$ cat src/rtl/pc_io_pkg.sv
// pc_io_pkg: shared PC I/O constants for system control port B
package pc_io_pkg;
    localparam int PORTB_GATE    = 0;
    localparam int PORTB_SPKEN   = 1;
    localparam int PORTB_REFRESH = 4;
    localparam int PORTB_T2OUT   = 5;
    localparam logic [15:0] PORTB_ADDR = 16'h0061;
endpackage

$ cat src/rtl/speaker_ramp.sv
// speaker_ramp: slew-limited speaker PCM generator with fixed-rate sample strobe
module speaker_ramp #(
    parameter int                 SAMPLE_DIV = 1042,
    parameter logic signed [15:0] AMPLITUDE  = 16'sd8192,
    parameter logic [15:0]        SLEW_STEP  = 16'd64
) (
    input  logic        clk,
    input  logic        reset,
    input  logic        spk_en,
    input  logic        t2,
    output logic [15:0] audio_sample,
    output logic        audio_valid
);
    localparam int CW = $clog2(SAMPLE_DIV);
    logic signed [15:0] ramp;
    logic signed [16:0] r17, amp17, step, target, diff, next;
    logic [CW-1:0] cnt;
    assign r17   = {ramp[15], ramp};
    assign amp17 = {AMPLITUDE[15], AMPLITUDE};
    assign step  = {1'b0, SLEW_STEP};
    // move toward the target by at most one slew step, landing exactly on it when close
    always_comb begin
        target = spk_en ? (t2 ? amp17 : -amp17) : '0;
        diff   = target - r17;
        next   = diff > step ? r17 + step : diff < -step ? r17 - step : target;
    end
    // ramp register and sample counter; the strobe captures the pre-update ramp
    always_ff @(posedge clk or negedge reset) begin
        if (!reset) begin
            ramp         <= '0;
            cnt          <= '0;
            audio_sample <= '0;
            audio_valid  <= 1'b0;
        end else begin
            ramp        <= next[15:0];
            audio_valid <= cnt == CW'(SAMPLE_DIV - 1);
            if (cnt == CW'(SAMPLE_DIV - 1)) begin
                cnt          <= '0;
                audio_sample <= ramp;
            end else begin
                cnt <= cnt + 1'b1;
            end
        end
    end
endmodule

$ cat src/rtl/system_port_b.sv
// system_port_b: PC port 0x61 control register, refresh toggle and speaker audio path
module system_port_b
    import pc_io_pkg::*;
#(
    parameter int                 REFRESH_DIV = 754,
    parameter int                 SAMPLE_DIV  = 1042,
    parameter logic signed [15:0] AMPLITUDE   = 16'sd8192,
    parameter logic [15:0]        SLEW_STEP   = 16'd64
) (
    input  logic        clk,
    input  logic        reset,
    input  logic        cs,
    input  logic [15:0] data_m_data_in,
    output logic [15:0] data_m_data_out,
    input  logic [1:0]  data_m_bytesel,
    input  logic        data_m_wr_en,
    input  logic        data_m_access,
    output logic        data_m_ack,
    input  logic        speaker_out,
    output logic        speaker_gate_en,
    output logic [15:0] audio_sample,
    output logic        audio_valid
);
    localparam int RW = $clog2(REFRESH_DIV);
    logic [3:0] ctrl;
    logic [7:0] rd;
    logic [RW-1:0] rcnt;
    logic s1, t2_sync, refresh_tgl, req, unused;
    assign req             = cs & data_m_access & ~data_m_ack;
    assign speaker_gate_en = ctrl[PORTB_GATE];
    assign unused          = ^{data_m_data_in[15:12], data_m_data_in[7:0], data_m_bytesel[0]};
    // port byte as seen by a read
    always_comb begin
        rd                = '0;
        rd[3:0]           = ctrl;
        rd[PORTB_REFRESH] = refresh_tgl;
        rd[PORTB_T2OUT]   = t2_sync;
    end
    // bus cycle: one-cycle ack, read data only alongside a read ack, ctrl update on write
    always_ff @(posedge clk or negedge reset) begin
        if (!reset) begin
            data_m_ack      <= 1'b0;
            data_m_data_out <= '0;
            ctrl            <= '0;
        end else begin
            data_m_ack      <= req;
            data_m_data_out <= (req & ~data_m_wr_en) ? {rd, 8'h00} : '0;
            if (req & data_m_wr_en & data_m_bytesel[1])
                ctrl <= data_m_data_in[11:8];
        end
    end
    // two-flop synchronizer for the asynchronous PIT channel-2 output
    always_ff @(posedge clk or negedge reset) begin
        if (!reset) begin
            s1      <= 1'b0;
            t2_sync <= 1'b0;
        end else begin
            s1      <= speaker_out;
            t2_sync <= s1;
        end
    end
    // DRAM refresh toggle flips once per REFRESH_DIV cycles
    always_ff @(posedge clk or negedge reset) begin
        if (!reset) begin
            rcnt        <= '0;
            refresh_tgl <= 1'b0;
        end else if (rcnt == RW'(REFRESH_DIV - 1)) begin
            rcnt        <= '0;
            refresh_tgl <= ~refresh_tgl;
        end else begin
            rcnt <= rcnt + 1'b1;
        end
    end
    speaker_ramp #(
        .SAMPLE_DIV(SAMPLE_DIV),
        .AMPLITUDE (AMPLITUDE),
        .SLEW_STEP (SLEW_STEP)
    ) u_ramp (
        .clk         (clk),
        .reset       (reset),
        .spk_en      (ctrl[PORTB_SPKEN]),
        .t2          (t2_sync),
        .audio_sample(audio_sample),
        .audio_valid (audio_valid)
    );
endmodule

$ cat config.mk
export PLATFORM = sky130hd
export DESIGN_NAME = system_port_b
export DESIGN_NICKNAME = d
export VERILOG_FILES = /design/src/rtl/pc_io_pkg.sv /design/src/rtl/speaker_ramp.sv /design/src/rtl/system_port_b.sv
export SDC_FILE = /design/constraint.sdc
export NUM_CORES = 1
export LEC_CHECK = 0
export BUFFER_PORTS_ARGS = -buffer_cell sky130_fd_sc_hd__buf_4
export CAP_MARGIN = 20
export CORE_MARGIN = 2
export CORE_UTILIZATION = 55
export CTS_CLUSTER_SIZE = 20
export DETAILED_ROUTE_END_ITERATION = 12
export GPL_ROUTABILITY_DRIVEN = 1
export GPL_TIMING_DRIVEN = 0
export PLACE_DENSITY_LB_ADDON = 0.12
export SKIP_CTS_REPAIR_TIMING = 1
export SLEW_MARGIN = 30
export SYNTH_ARGS = -nofsm -noshare
export SYNTH_HDL_FRONTEND = slang
export SYNTH_HIERARCHICAL = 1
export SYNTH_SLANG_ARGS = --single-unit
$ cat constraint.sdc
create_clock -name clk -period 3.2 [get_ports clk]
set_input_delay 0.64 -clock clk [delete_from_list [all_inputs] [get_ports clk]]
set_output_delay 0.64 -clock clk [all_outputs]
set_load 0.02 [all_outputs]
==> results list, run 1 <==
- Number of enable-type register cells in the synthesized netlist: 0
- Number of design-rule violations left by the first detailed-router iteration: 190
* Number of distinct standard cells referenced by the synthesized netlist: 58
- Fill cell total of the finished layout: 474
* Number of global-route vias before repair: 2236
- Via-to-Cell Ratio: 5.336
* Rows: 27
- Synthesis inferred 56 register bits.
* Antenna viol nets, final: 0
* Number of setup violations in the final report: 0
- For the final database, setup skew stands at 9.422 ps.
- Classification of the worst setup path: reg2reg
* Cell at the slowest stage of the critical path: sky130_fd_sc_hd__ha_1
* Pin count of the biggest net entering global routing: 57
- Result of the run: finished clean
* Reg2reg start: u_ramp/ramp[13]
- Worst hold path type: in2async
- Most used cell along the critical path: sky130_fd_sc_hd__a22oi_2
- The floorplan step defined a die boundary enclosing 6277 um2.
* Global-route wire length before repair: 10440 um
* Share of synthesized flip-flops with an asynchronous set or reset: 100.0%
* Total leakage power: 1.699 nW
- In the synthesized netlist, the number of instances is 315.
* Clk slew on worst S/H paths: 100 ps
- Setup slack on the worst reg-to-reg path comes out at 250 ps.
- The worst pin sits at a relative slew slack of 54.32%.
- Once the floorplan was initialized, standard cells occupied 56.88% of the core.
* Portion of the post-synthesis area used by sequential elements: 45.02%
- The Yosys step of the flow raised 6 warnings.
- The detailed router placed 2337 vias in this run.
- Crit-path max cell delay: 360 ps
* Post-route DRC violation count: 0
- Post-layout min period: 2947 ps
- Worst vdd rail ir drop: 404.1 uV
* Number of buffers inserted by port buffering: 29
* Worst-path fanout max: 10
- Clock tree synthesis inserted a total of 5 buffers.
- NumNets Final: 400
* Post-synth design cell area: 3113 um2
* Final hold violation count: 0
- The die is 79.23 um tall.
* Critical Path Source Type: register
* Post-route fraction of the period consumed by the critical path: 92.10%
* Clock tree from TritonCTS: done
- Main flop type after synthesis: sky130_fd_sc_hd__dfrtp_1
- Worst r2r path cells: 11
- Total power draw: 0.002593 W
- The H-tree was split into 2 levels.
- The core region is 5473 um2.
* Yosys top cell by area: sky130_fd_sc_hd__dfrtp_1
- Actual slew at the worst max-slew pin: 685.2 ps
* Clock insertion delay at the later pin of the skew report: 320 ps
* I/O pin total: 59
- The congestion estimate from routability-driven global placement came to 0.8630.
* Count of clock tree sinks: 56
- Number of antenna diodes: 0
- The top cell type by area accounts for 45.02% of the synthesized area.
* Most numerous cell in the Yosys netlist: sky130_fd_sc_hd__dfrtp_1
- Routed length on met2: 2939 um
- The detailed router put a total of 2714 um of wire on met1.
- Area of combinational cells with multiple inputs: 1525 um2
- The wire-length estimate of the detail-placed layout is 4691 um.
* Unrepaired setup endpoints after global routing: no
* Type of element capturing the critical path: register
- Dividing total power by cell area gives a power density of 727.5 nW/um2.
- Crit-path cells: clkbuf_1 > inv_1 > ha_1 > nor4b_2 > a31oi_1 > nor2_1 > o32ai_2 > a31oi_4 > buf_6 > a22oi_2 > a22oi_2
* Data arrival, critical path: 3180 ps
* Max-cap violations: 0
- In the final timing run, aggregate negative setup slack is 0 ps.
- Required time of the critical path: 3440 ps
* Highest routed metal layer: met4
- The clock passes through at most 2 buffers.
- Share of final-layout standard cells stronger than drive strength 1: 22.68%
* Overall track demand over capacity in global routing: 21.48%
- FF+latch area: 1401 um2
- Cell types with the highest counts after synthesis: sky130_fd_sc_hd__dfrtp_1, sky130_fd_sc_hd__nand2_1, sky130_fd_sc_hd__nor2_1
* Max-slew violation count: 0
- The final layout contains routed wiring with a total length of 6169 um.
- Measured along the x axis, the die boundary spans 79.23 um.
* Kind of cell adding the most delay to the critical path: compound AO/OA/AOI/OAI gates
* Top area cells in the synthesized netlist: sky130_fd_sc_hd__dfrtp_1, sky130_fd_sc_hd__buf_4, sky130_fd_sc_hd__ha_1
- The initial antenna violation count came to 0.
- Area growth from synthesis to layout: 14.51%
* WL/cell: 14.08 um
* Buffers plus inverters on the worst setup path: 3
- Max Clk Rate: 339.3 MHz
- Metal3 WL: 401 um
- The worst register-to-register path ends at u_ramp/ramp[10].
* Gr ovfl total: 0
- Cell chosen for the clock root: sky130_fd_sc_hd__clkbuf_8
- Pre-Repair DR Iteration Count: 5
- Dividing the synthesized area by the synthesized cell count gives 9.882 um2.
state kept, by name, indices dropped and copies added, names as in the netlist:
name,count
ctrl,4
data_m_ack,1
data_m_data_out,6
rcnt,10
refresh_tgl,1
s1,1
t2_sync,1
u_ramp/audio_sample,10
u_ramp/audio_valid,1
u_ramp/cnt,11
u_ramp/ramp,10
power by group:
| group | internal, W | switching [W] | leakage, nW | total [W] |
|---|---|---|---|---|
| sequential | 0.000793 | 0.0000780 | 0.722 | 0.000871 |
| combinational | 0.000549 | 0.000778 | 0.928 | 0.00133 |
| clock | 0.000157 | 0.000238 | 0.0485 | 0.000396 |
| total | 0.00150 | 0.00109 | 1.70 | 0.00259 |
cells in the final DEF, fill, tap and decap left out, types with 4 or more instances in the layout:
cell type / instances
sky130_fd_sc_hd__nand2_1: 36
sky130_fd_sc_hd__nand4_1: 5
sky130_fd_sc_hd__xnor2_1: 14
sky130_fd_sc_hd__mux2_2: 5
sky130_fd_sc_hd__ha_1: 11
sky130_fd_sc_hd__clkbuf_8: 5
sky130_fd_sc_hd__conb_1: 16
sky130_fd_sc_hd__a31oi_1: 6
sky130_fd_sc_hd__xor2_1: 9
sky130_fd_sc_hd__nor2_1: 33
sky130_fd_sc_hd__and3_1: 4
sky130_fd_sc_hd__buf_4: 49
sky130_fd_sc_hd__inv_1: 11
sky130_fd_sc_hd__o21ai_0: 11
sky130_fd_sc_hd__dfrtp_1: 56
sky130_fd_sc_hd__nor3_1: 9
sky130_fd_sc_hd__nand3_1: 19
sky130_fd_sc_hd__and2_1: 8
worst max path at each step:
stage / start / to / slack [ps] / cells after the start
global placement: u_ramp/ramp[13] / u_ramp/ramp[15] / 350 / 10
CTS: u_ramp/ramp[13] / u_ramp/ramp[10] / 270 / 11
floorplan: u_ramp/ramp[13] / u_ramp/ramp[15] / 640 / 10
finish: u_ramp/ramp[13] / u_ramp/ramp[10] / 250 / 11
detailed placement: u_ramp/ramp[13] / u_ramp/ramp[10] / 300 / 11
global route: u_ramp/ramp[13] / u_ramp/ramp[13] / 10 / 11
routing by layer:
layer	global-route usage, %	vias up
met5	0	-
met4	8.103	0
met3	4.773	12
met2	35.25	80
met1	27.87	1095
li1	-	1150
kinds of logic (layout without fill, tap and decap cells):
family                   after synthesis  after routing  synth area share, %
adder cells (fa/ha/maj)               11             11                4.421
other                                  2             16               0.2412
buffers and inverters                 39             76                7.677
multiplexers                           6              6                2.130
XOR/XNOR                              24             24                6.994
flip-flops                            56             56                45.02
AO/OA/AOI/OAI                         42             42                11.46
AND/OR/NAND/NOR                      135            135                22.07
area by class of cell:
class	instances	area share [%]
Inverter	12	1.264
Multi-Input combinational cell	234	42.79
Tap cell	72	2.527
Timing Repair Buffer	29	6.107
Clock inverter	3	0.6318
Sequential cell	56	39.31
Buffer	27	5.441
Clock buffer	5	1.931
through the flow:
step	utilization [%]	worst slack, ps	hold slack (ps)	instances	instance area (um2)
after floorplan	-	635.8	331.2	329	3166
after global placement	63.47	352.5	333.8	430	3473
after detailed placement	63.47	299.5	345.1	430	3473
after CTS	65.13	272.3	370.4	438	3565
after global routing	65.13	13.54	380.3	438	3565
final	65.13	252.8	367.8	438	3565
No activity file was read; power rests on OpenSTA's default activity.
==> run 2, diff against run 1 <==
ABC_AREA = 1   (was not set)
CORE_MARGIN = 5   (was 2)
SETUP_SLACK_MARGIN = 0.2   (was not set)
==> run 2 against run 1 <==
First-iteration DRC count decreased by 21%. Largest cell class unchanged. Highest routed layer unchanged. Core utilization decreased by 1.5 points. Worst setup slack improved by 670 ps. Largest power group unchanged. Sequential power decreased by 1%. Non-clock buffer count decreased by 7. Synthesized cell count increased by 27%. Via count increased by 8.0%. Design area increased by 4.5%. Register-to-register slack improved by 670 ps. Count of clock-buffer cells in the layout increased by 1. Die area increased by 21%.
==> results list, run 2 <==
- Register with the most flip-flops: u_ramp/cnt
* Number of setup violations in the final report: 0
- Slew HR: 54.65%
- The library cell used most frequently in the layout, excluding fill and tap cells, is sky130_fd_sc_hd__nand2_1.
- Across the whole layout, storage elements account for 1401 um2.
* Share of the synthesized area in the top cell type: 42.85%
* Most numerous cell in the Yosys netlist: sky130_fd_sc_hd__nand2_1
- Share of power burned in combinational logic: 46.3%
- Global-route wire length before repair: 10560 um
- For the worst setup path, the data arrival time is 2470 ps.
* Switching share of power: 43.15%
- Max-slew violation count: 0
* Reg2reg start: u_ramp/ramp[13]
- Overall track demand over capacity in global routing: 17.20%
- For this run the aggregate overflow at the end of global routing stands at 0.
- Along the worst path, the maximum fanout reaches 7.
- Max-cap violations: 0
- Post-route DRC violation count: 0
* Number of enable-type register cells in the synthesized netlist: 0
* Total leakage power: 1.943 nW
- Worst vdd rail ir drop: 301.9 uV
- Die width: 87.12 um
* Area growth from synthesis to layout: 13.85%
- Type of element capturing the critical path: register
* Maximum level of the CTS H-tree: 2
* Pin count of the biggest net entering global routing: 57
- For this block, the initial DRC count from the detailed router was 150.
- After synthesis, the netlist uses 37 different library cells.
* Post-synth design cell area: 3271 um2
* Detailed Route WL: 6106 um
- Worst-case clock buffer depth: 2
* Classification of the worst setup path: reg2reg
- WL/cell: 11.59 um
* Share of final-layout standard cells stronger than drive strength 1: 21.24%
- For this run, the leading register cell type out of synthesis is sky130_fd_sc_hd__dfrtp_1.
- Cell types with the highest counts after synthesis: sky130_fd_sc_hd__nand2_1, sky130_fd_sc_hd__dfrtp_1, sky130_fd_sc_hd__inv_1
* Required time of the critical path: 3390 ps
- Worst hold path type: in2async
- The register with the most flip-flops in the layout has 11 of them.
- Endpoint of the most critical register-to-register path: u_ramp/ramp[8]
* Post-layout min period: 2274 ps
- Portion of the post-synthesis area used by sequential elements: 42.85%
- Final hold violation count: 0
- Fill cell total of the finished layout: 529
* I/O pin total: 59
- Cell chosen for the clock root: sky130_fd_sc_hd__clkbuf_8
* Worst r2r path cells: 13
- The number of antenna diodes in the final layout is 0.
* Clock power share: 16.5%
- Based on the critical path, the design can be clocked at up to 439.8 MHz.
* Critical Path Source Type: register
- Number of buffers inserted by port buffering: 29
- Number of buffers created by CTS: 5
- Via-to-Cell Ratio: 4.787
- Dividing the final minimum period by the clock period gives 71.05%.
- At the end of routability-driven placement, the weighted congestion stood at 0.8709.
- Clock insertion delay at the later pin of the skew report: 310 ps
- The number of placed instances, taps included, is 519.
- The first TritonRoute pass finished after 4 iterations.
* Pint: 0.001316 W
- Setup TNS Final: 0 ps
- Once detail routing completed, the nets flagged for antenna violations numbered 0.
- Rows: 28
* Share of synthesized flip-flops with an asynchronous set or reset: 100.0%
- The die covers 7589 um2.
- Share of total power in sequential cells: 37.2%
- Summed over all instances, the cell type with the most area after synthesis is sky130_fd_sc_hd__dfrtp_1.
- Top area cells in the synthesized netlist: sky130_fd_sc_hd__dfrtp_1, sky130_fd_sc_hd__nand2_1, sky130_fd_sc_hd__inv_1
- In this run the power density over the cells is 621.8 nW/um2.
- Starting utilization of the core area: 55.90%
- Actual slew at the worst max-slew pin: 680.2 ps
- For this run, the number of standard cells in the final layout without fillers is 527.
- Clock tree from TritonCTS: done
- Half-perimeter wire length after placement: 4668 um
- Count of clock tree sinks: 56
* Number of standard cells after synthesis: 401
- Total number of vias: 2523
- Area of combinational cells with multiple inputs: 1548 um2
- Flip-flop and latch count after synthesis: 56
- Number of global-route vias before repair: 2406
- Clk slew on worst S/H paths: 100 ps
* Die extent in y: 87.12 um
* Core box area: 5851 um2
* Unrepaired setup endpoints after global routing: no
- The Yosys step of the flow raised 6 warnings.
* Mean instance size in the synthesized netlist: 8.156 um2
- Result of the run: finished clean
- The top cell types in the final layout, fill and taps aside, are sky130_fd_sc_hd__nand2_1, sky130_fd_sc_hd__dfrtp_1, sky130_fd_sc_hd__inv_1.
* Initial antenna violation count: 0
- Setup Skew: 5.026 ps
- Switching power of the nets: 0.0009992 W
* NumNets Final: 486
- Across all register-to-register paths, the minimum setup slack is 930 ps.
## run 2: changes by cell type in the layout (fill, tap and decap cells not counted), moves of 9 or more
cell / delta
sky130_fd_sc_hd__nand2_1: +45
sky130_fd_sc_hd__inv_1: +39
sky130_fd_sc_hd__nand3_1: +14
sky130_fd_sc_hd__o21ai_1: +12
sky130_fd_sc_hd__xnor2_1: -12
sky130_fd_sc_hd__nand2_2: +11
sky130_fd_sc_hd__a21oi_1: +9
## run 2: layout make-up
cell class	count	area share (%)
tap	75	2.520
clock inverter	2	0.4368
inverter	60	6.116
buffer	20	3.931
clock buffer	6	1.949
multi-input combinational	279	41.57
timing repair buffer	29	5.847
sequential	56	37.63
## run 2: cell families after synthesis
kind of cell,synth area share [%]
AOI/OAI and AO/OA,6.350
xor gates and xnor gates,4.553
adders and majority gates,4.208
buffers and inverters,11.44
DFF,42.85
other,0.2296
and+or+nand+nor,30.38
## run 2: power by group through the flow
stage	registers [W]	logic [W]	clock network, W
2_1_floorplan	0.000867	0.000853	0
3_3_place_gp	0.000874	0.00104	0
3_5_place_dp	0.000875	0.00106	0
4_1_cts	0.000862	0.00107	0.000404
5_1_grt	0.000872	0.00121	0.000426
6_report	0.000862	0.00107	0.000382
## run 2: worst max-delay path by stage
stage | start | end | slack, ps | cells after the start
floorplan | u_ramp/ramp[13] | u_ramp/ramp[7] | 1320 | 13
global placement | u_ramp/ramp[13] | u_ramp/ramp[7] | 1000 | 13
detailed placement | u_ramp/ramp[13] | u_ramp/ramp[7] | 990 | 13
CTS | u_ramp/ramp[13] | u_ramp/ramp[7] | 970 | 13
global route | u_ramp/ramp[13] | u_ramp/ramp[7] | 750 | 13
finish | u_ramp/ramp[13] | u_ramp/ramp[8] | 930 | 13
## run 2: critical path: stages (launching register included)
cell                       delay [ps]
sky130_fd_sc_hd__dfrtp_1          360
sky130_fd_sc_hd__clkinv_1         220
sky130_fd_sc_hd__ha_1             440
sky130_fd_sc_hd__nand2_1           80
sky130_fd_sc_hd__nor2_2           140
sky130_fd_sc_hd__nand2_2           90
sky130_fd_sc_hd__nand2_2           90
sky130_fd_sc_hd__nand2_2           60
sky130_fd_sc_hd__a22oi_4          230
sky130_fd_sc_hd__inv_2            110
sky130_fd_sc_hd__nand2_4          110
sky130_fd_sc_hd__inv_2             80
sky130_fd_sc_hd__o21ai_2           60
sky130_fd_sc_hd__o21ai_1           80
## run 2: stage by stage
step | setup slack, ps | hold WS (ps) | total power (W) | utilization, % | cell area, um2
floorplan | 1317 | 331.2 | 0.001719 | - | 3323
global placement | 1003 | 335.4 | 0.001917 | 62.13 | 3635
detailed placement | 989.3 | 335.5 | 0.001934 | 62.13 | 3635
CTS | 970.0 | 359.8 | 0.002333 | 63.64 | 3724
global route | 746.3 | 368.8 | 0.002505 | 63.64 | 3724
finish | 926.4 | 357.9 | 0.002315 | 63.64 | 3724
## run 2: layer usage
layer / up-vias / part of all wire, % / global-route usage, %
met1: 1150 / 44 / 21.73
met2: 44 / 51 / 30.02
li1: 1325 / - / -
met5: - / 0 / 0
met4: 0 / 0.97 / 4.881
met3: 4 / 4.1 / 3.217
